<file path="config.mk">
export PLATFORM = sky130hd
export DESIGN_NAME = sonar_ranger
export DESIGN_NICKNAME = d
export VERILOG_FILES = /design/src/rtl/sonar_pkg.sv /design/src/rtl/sonar_ranger_udiv16.sv /design/src/rtl/sonar_ranger.sv
export SDC_FILE = /design/constraint.sdc
export NUM_CORES = 1
export LEC_CHECK = 0
export BUFFER_PORTS_ARGS = -buffer_cell sky130_fd_sc_hd__buf_4
export CORE_ASPECT_RATIO = 1.25
export CORE_MARGIN = 5
export CORE_UTILIZATION = 60
export DETAILED_ROUTE_END_ITERATION = 12
export PLACE_DENSITY = 0.79
export SLEW_MARGIN = 25
export SYNTH_ARGS = -nofsm -noshare
export SYNTH_HDL_FRONTEND = slang
export SYNTH_SLANG_ARGS = --single-unit
</file>
<file path="constraint.sdc">
create_clock -name clk -period 13 [get_ports clk]
set_clock_uncertainty 0.1 [all_clocks]
set_input_delay 2.6 -clock clk [delete_from_list [all_inputs] [get_ports clk]]
set_output_delay 2.6 -clock clk [all_outputs]
set_load 0.005 [all_outputs]
</file>
<file path="src/rtl/sonar_pkg.sv">
// Shared definitions for the sonar ranging sequencer: FSM state encoding,
// default timing constants for a 2 MHz clock, and small arithmetic helpers.
package sonar_pkg;

  typedef enum logic [2:0] {
    IDLE = 3'd0,
    REQ  = 3'd1,
    WAIT = 3'd2,
    DIV  = 3'd3,
    UPD  = 3'd4,
    HOLD = 3'd5
  } state_t;

  // Defaults for a 2 MHz clock: 60 ms period, 30 ms echo limit, 58 us/cm.
  localparam int unsigned PERIOD_TICKS_DEF  = 120000;
  localparam int unsigned TIMEOUT_TICKS_DEF = 60000;
  localparam int unsigned TICKS_PER_CM_DEF  = 116;
  localparam int unsigned AVG_LOG2_DEF      = 2;
  localparam int unsigned NEAR_CM_DEF       = 20;
  localparam int unsigned FAR_CM_DEF        = 25;

  // Increment that sticks at the all-ones value instead of wrapping.
  function automatic logic [7:0] sat_inc8(input logic [7:0] v);
    return (v == 8'hFF) ? v : v + 8'd1;
  endfunction

endpackage

</file>
<file path="src/rtl/sonar_ranger_udiv16.sv">
// 16-bit sequential restoring divider. A start pulse loads the operands;
// one quotient bit is produced per cycle. done is high during the 16th
// iteration cycle, and quotient holds the final result from the next cycle
// until the following start.
module udiv16 (
  input  logic        clk,
  input  logic        reset,
  input  logic        start,
  input  logic [15:0] dividend,
  input  logic [15:0] divisor,
  output logic        done,
  output logic [15:0] quotient
);

  logic [15:0] quo_q, quo_d;
  logic [15:0] rem_q, rem_d;
  logic [3:0]  cnt_q, cnt_d;
  logic        busy_q, busy_d;
  logic [16:0] rem_shift;
  logic [16:0] diff;

  // One restoring step per busy cycle: shift in the next dividend bit, try
  // the subtraction, keep it only when it does not go negative.
  always_comb begin
    quo_d     = quo_q;
    rem_d     = rem_q;
    cnt_d     = cnt_q;
    busy_d    = busy_q;
    rem_shift = {rem_q, quo_q[15]};
    diff      = rem_shift - {1'b0, divisor};
    if (start) begin
      quo_d  = dividend;
      rem_d  = '0;
      cnt_d  = '0;
      busy_d = 1'b1;
    end else if (busy_q) begin
      if (!diff[16]) begin
        rem_d = diff[15:0];
        quo_d = {quo_q[14:0], 1'b1};
      end else begin
        rem_d = rem_shift[15:0];
        quo_d = {quo_q[14:0], 1'b0};
      end
      cnt_d = cnt_q + 4'd1;
      if (cnt_q == 4'd15) begin
        busy_d = 1'b0;
      end
    end
  end

  // Divider state registers.
  always_ff @(posedge clk) begin
    if (!reset) begin
      quo_q  <= '0;
      rem_q  <= '0;
      cnt_q  <= '0;
      busy_q <= 1'b0;
    end else begin
      quo_q  <= quo_d;
      rem_q  <= rem_d;
      cnt_q  <= cnt_d;
      busy_q <= busy_d;
    end
  end

  assign done     = busy_q && (cnt_q == 4'd15);
  assign quotient = quo_q;

endmodule

</file>
<file path="src/rtl/sonar_ranger.sv">
// Periodic HC-SR04 measurement sequencer: requests an echo, converts ticks to
// centimetres, keeps a power-of-two moving average, drives a hysteretic
// proximity flag and recovers the echo timer when it never answers.
//
// Handshakes: get is a one-cycle active-low request; the timer answers with a
// one-cycle ready pulse and data is valid only in that cycle. ready is only
// honoured in WAIT. Internally the divider takes a one-cycle start pulse with
// its operand and raises done in its final iteration cycle.
module sonar_ranger
  import sonar_pkg::*;
#(
  parameter int unsigned PERIOD_TICKS  = PERIOD_TICKS_DEF,
  parameter int unsigned TIMEOUT_TICKS = TIMEOUT_TICKS_DEF,
  parameter int unsigned TICKS_PER_CM  = TICKS_PER_CM_DEF,
  parameter int unsigned AVG_LOG2      = AVG_LOG2_DEF,
  parameter int unsigned NEAR_CM       = NEAR_CM_DEF,
  parameter int unsigned FAR_CM        = FAR_CM_DEF
) (
  input  logic        clk,
  input  logic        reset,
  input  logic        enable,
  output logic        get,
  input  logic        ready,
  input  logic [15:0] data,
  output logic        sensor_rst_n,
  output logic [15:0] dist_cm,
  output logic [15:0] avg_cm,
  output logic        dist_valid,
  output logic        near,
  output logic        timeout,
  output logic [7:0]  err_count,
  output logic [2:0]  dbg_state
);

  localparam int unsigned DEPTH = 1 << AVG_LOG2;
  localparam int unsigned PTR_W = (AVG_LOG2 == 0) ? 1 : AVG_LOG2;
  localparam int unsigned SUM_W = 16 + AVG_LOG2;

  state_t             state_q, state_d;
  logic               get_q, get_d;
  logic               rst_n_q, rst_n_d;
  logic [15:0]        dist_q, dist_d;
  logic [15:0]        avg_q, avg_d;
  logic               dv_q, dv_d;
  logic               near_q, near_d;
  logic               to_q, to_d;
  logic [7:0]         err_q, err_d;
  logic [31:0]        wait_q, wait_d;
  logic [31:0]        period_q, period_d;
  logic [15:0]        ring_q [DEPTH];
  logic [15:0]        ring_d [DEPTH];
  logic [SUM_W-1:0]   sum_q, sum_d;
  logic [PTR_W-1:0]   ptr_q, ptr_d;
  logic               primed_q, primed_d;

  logic               div_start;
  logic               div_done;
  logic [15:0]        quo;
  logic [SUM_W-1:0]   sum_new;
  logic [15:0]        avg_new;
  logic [15:0]        oldest;

  udiv16 u_div (
    .clk      (clk),
    .reset    (reset),
    .start    (div_start),
    .dividend (data),
    .divisor  (16'(TICKS_PER_CM)),
    .done     (div_done),
    .quotient (quo)
  );

  // Sequencer next state, averaging datapath and registered output values.
  // Both counters treat the REQ cycle as tick 0, so they read 1 in the cycle
  // after REQ and a terminal value N-1 lands exactly N-1 cycles after get.
  always_comb begin
    state_d   = state_q;
    rst_n_d   = 1'b1;
    dv_d      = 1'b0;
    to_d      = 1'b0;
    dist_d    = dist_q;
    avg_d     = avg_q;
    near_d    = near_q;
    err_d     = to_q ? sat_inc8(err_q) : err_q;
    wait_d    = wait_q;
    period_d  = (period_q == 32'hFFFF_FFFF) ? period_q : period_q + 32'd1;
    ring_d    = ring_q;
    sum_d     = sum_q;
    ptr_d     = ptr_q;
    primed_d  = primed_q;
    div_start = 1'b0;
    sum_new   = '0;
    avg_new   = '0;
    oldest    = ring_q[ptr_q];

    case (state_q)
      IDLE: begin
        if (enable) state_d = REQ;
      end
      REQ: begin
        wait_d   = 32'd1;
        period_d = 32'd1;
        state_d  = WAIT;
      end
      WAIT: begin
        // A ready in the terminal cycle still counts as an answer.
        if (ready) begin
          div_start = 1'b1;
          state_d   = DIV;
        end else if (wait_q >= TIMEOUT_TICKS - 1) begin
          to_d    = 1'b1;
          rst_n_d = 1'b0;
          state_d = HOLD;
        end else begin
          wait_d = wait_q + 32'd1;
        end
      end
      DIV: begin
        if (div_done) state_d = UPD;
      end
      UPD: begin
        if (!primed_q) begin
          // First sample after reset seeds the whole window.
          ring_d   = '{default: quo};
          sum_new  = SUM_W'(quo) << AVG_LOG2;
          ptr_d    = '0;
          primed_d = 1'b1;
        end else begin
          sum_new       = sum_q - SUM_W'(oldest) + SUM_W'(quo);
          ring_d[ptr_q] = quo;
          ptr_d         = (ptr_q == PTR_W'(DEPTH - 1)) ? '0 : ptr_q + PTR_W'(1);
        end
        sum_d   = sum_new;
        avg_new = 16'(sum_new >> AVG_LOG2);
        dist_d  = quo;
        avg_d   = avg_new;
        if (avg_new < 16'(NEAR_CM)) begin
          near_d = 1'b1;
        end else if (avg_new >= 16'(FAR_CM)) begin
          near_d = 1'b0;
        end
        dv_d    = 1'b1;
        state_d = HOLD;
      end
      HOLD: begin
        if (period_q >= PERIOD_TICKS - 1) state_d = enable ? REQ : IDLE;
      end
      default: state_d = IDLE;
    endcase

    get_d = (state_d != REQ);
  end

  // State and output registers with synchronous active-low reset.
  always_ff @(posedge clk) begin
    if (!reset) begin
      state_q  <= IDLE;
      get_q    <= 1'b1;
      rst_n_q  <= 1'b1;
      dist_q   <= '0;
      avg_q    <= '0;
      dv_q     <= 1'b0;
      near_q   <= 1'b0;
      to_q     <= 1'b0;
      err_q    <= '0;
      wait_q   <= '0;
      period_q <= '0;
      ring_q   <= '{default: '0};
      sum_q    <= '0;
      ptr_q    <= '0;
      primed_q <= 1'b0;
    end else begin
      state_q  <= state_d;
      get_q    <= get_d;
      rst_n_q  <= rst_n_d;
      dist_q   <= dist_d;
      avg_q    <= avg_d;
      dv_q     <= dv_d;
      near_q   <= near_d;
      to_q     <= to_d;
      err_q    <= err_d;
      wait_q   <= wait_d;
      period_q <= period_d;
      ring_q   <= ring_d;
      sum_q    <= sum_d;
      ptr_q    <= ptr_d;
      primed_q <= primed_d;
    end
  end

  assign get          = get_q;
  assign sensor_rst_n = rst_n_q;
  assign dist_cm      = dist_q;
  assign avg_cm       = avg_q;
  assign dist_valid   = dv_q;
  assign near         = near_q;
  assign timeout      = to_q;
  assign err_count    = err_q;
  assign dbg_state    = state_q;

endmodule

</file>
==> impl_metrics.ini <==
[status]
status = finished clean

[clock_network]
clock-sinks = 218
clockBufferDepth = 3
cts_hold_buffers = 0
cts-resized-gates = 0
cts_buffers = 22
cts.htree.levels = 1
cts.clk_slew.worst_paths_ns = 0.07
cts_root_buf = clkbuf_16
postCtsSetupBuffers = 0
clk_latency_ns = 0.51
cts_tree = built

[pwr]
ir_worst_vdd_mv = 0.0899
p_per_area_nw_per_um2 = 131
p_total_mw = 1.56
leakage_nw = 4.33

[final_layout]
diodes = 0
n_fill_cell = 1397
syn_to_final_growth_pct = 12.1
final_cells = 1538
final_layout_size_suffix_gt1_share_pct = 11.1
nets = 1362
multi_input_area_sq_um = 5560
seq_area_sq_um = 4370

[detailed_routing]
drc = 0
drt-total-wl_um = 24700
routed_via_density = 5.76
vias = 8866
drt-initial-drc-count = 682
wl_met3_um = 1340
wl_met1_um = 10100
drt-pass1-iter-count = 5
final_antenna_net_count = 0
post_drt_wl_per_cell_um = 16.0
dr_wl_met2_um = 12600
highest_layer = met4

[critical_path]
startpoint_type = register
path_cells = mux4_2 > fa_1 > inv_1 > ha_1 > a211oi_1 > o211ai_1 > a41oi_2 > o31ai_1 > a21oi_1 > o21ai_0 > xnor2_1 > mux2i_1 > o31ai_1
worst_path_max_delay_cell = dfxtp_1
critPathKind = register to register
crit_path_end_kind = register
cp_common_cell = o31ai_1
path_delay_family = compound AO/OA/AOI/OAI gates
crit_fanout = 20
crit_buf_inv = 1
critical_path_required_ns = 13.32
rrSetupSlack_ns = 8.58
cp.arrival_ns = 4.74
cpPeakStageDelay_ns = 0.92

[hold_path]
hold_class = register to register

[timing]
period_share_pct = 34.0
min_period_ns = 4.42
worst_pin_slew_ns = 0.915
tns_ns = 0
fmax_ghz = 0.226
whs_ns = 0.354
hold_viol = 0
maxSlewHeadroom_pct = 38.9
setup-violations-final = 0
grt_setup_unrepaired = false
maxSlewViolCount = 0

[floorplan]
start_util_pct = 61.0
die_w_um = 129
core_area_sq_um = 17400
die_h_um = 159
num_io_pins = 68
row_count = 54
dieArea_sq_um = 20500

[synthesis]
ys_ff_latch = 218
synthCells = 1287
synth.most_common_cell = nand2_1
synth_area_sq_um = 10600
yosysSeqAreaShare_pct = 41.1
synth_common_cells = nand2_1 (225), dfxtp_1 (218), nor2_1 (128), a21oi_1 (121), inv_1 (85)
avgSynthCellArea_sq_um = 8.26
synthFlopType = dfxtp_1
synth.area.top_cells = dfxtp_1 (41%), nand2_1 (7.9%), a21oi_1 (5.7%)
synth.distinct_cells = 63
synth_top_area_share_pct = 41.1
yosys_warnings = 0
synth_nets = 1350
synth_async_sr_flop_share_pct = 0
synth_edf_count = 0
yosys.area.top_type = dfxtp_1

[placement]
place_inst = 1499
place.detailed.hpwl_um = 16500
io_buffers = 67
gp_congestion = 0.851

[global_routing]
grt_max_degree = 113
grt_pass1_wl_um = 40800
antenna_found_initial = 0
grt_pass1_vias = 8670
gr-usage-all-layers_pct = 23.5
grt.overflow.total = 0

[job]
drv_cap = 0
==> metrics by stage <==
stage                     utilization (%)  cell area, sq um  setup slack, ns
after CTS                            68.4             11900             8.57
after floorplan                         -             10600             8.65
final                                68.4             11900             8.58
after global routing                 68.4             11900             8.24
after global placement               63.8             11100             8.46
after detailed placement             63.8             11100             8.42
==> sequential cells by signal (all words and copies together), names as in the netlist, 2 cells and up <==
name	flops
avg_cm	16
dbg_state	3
dist_cm	16
err_count	8
period_q	32
ptr_q	2
ring_q	64
sum_q	2
u_div.cnt_q	4
u_div.quotient	16
u_div.rem_q	16
wait_q	32
==> report_power, final <==
group | switching, mW | internal, mW | leakage (nW) | total (mW)
Sequential | 0.0157 | 0.677 | 1.76 | 0.692
Clock | 0.267 | 0.428 | 0.376 | 0.695
Combinational | 0.102 | 0.0744 | 2.20 | 0.176
Total | 0.384 | 1.18 | 4.33 | 1.56
==> worst min-delay path, cell delays in order (launching register included) <==
cell and delay [ns]:
dfxtp_1 0.31, nand2_1 0.05, a21oi_1 0.05
==> layout by cell type, fill, tap and decap left out, types with 4 or more instances in the layout <==
master,netlist,layout
a211oi_1,24,24
a21oi_1,121,121
a31oi_1,6,6
and2_1,16,16
and3_1,11,11
and4_1,7,7
buf_4,16,77
bufinv_16,0,5
clkbuf_16,0,23
clkinvlp_4,0,5
dfxtp_1,218,217
fa_1,16,16
ha_1,27,27
inv_1,85,84
mux2i_1,18,18
mux4_2,16,16
nand2_1,225,225
nand2b_1,7,7
nand3_1,25,25
nand4_1,15,15
nor2_1,128,128
nor2b_1,6,6
nor3_1,8,8
nor4_1,10,10
o211ai_1,19,19
o21a_1,7,7
o21ai_0,50,50
o31ai_1,4,4
or3_1,18,18
xnor2_1,32,32
xor2_1,33,33
==> cell type report <==
class                           count  area share (%)
Inverter                           85            2.70
Multi-Input combinational cell    894            46.7
Timing Repair Buffer               78            4.95
Tap cell                          224            2.35
Sequential cell                   218            36.6
Clock inverter                     13            1.70
Clock buffer                       26            5.01
==> cells by family after synthesis <==
kind of cell,after synthesis,share of synthesized area (%)
AO/OA/AOI/OAI,258,14.4
XOR/XNOR,66,5.51
adder cells (fa/ha/maj),43,6.19
buffers and inverters,175,6.78
flip-flops,218,41.1
multiplexers,35,5.19
AND/OR/NAND/NOR,492,20.8
==> routing by layer <==
metal / GRT usage (%) / up-vias
met5: 0 / -
met4: 7.31 / 0
met3: 3.29 / 60
met2: 41.6 / 214
met1: 29.4 / 4245
li1: - / 4347
==> final timing paths <==
check        cells after the start                       end                      from
min                              2  dist_cm[10]$_SDFFE_PN0P_  dist_cm[10]$_SDFFE_PN0P_
min reg2reg                      2  dist_cm[10]$_SDFFE_PN0P_  dist_cm[10]$_SDFFE_PN0P_
max                             13         near$_SDFFE_PN0P_     ptr_q[1]$_SDFFE_PN0P_
max reg2reg                     13         near$_SDFFE_PN0P_     ptr_q[1]$_SDFFE_PN0P_
No activity file was read; power rests on OpenSTA's default activity.
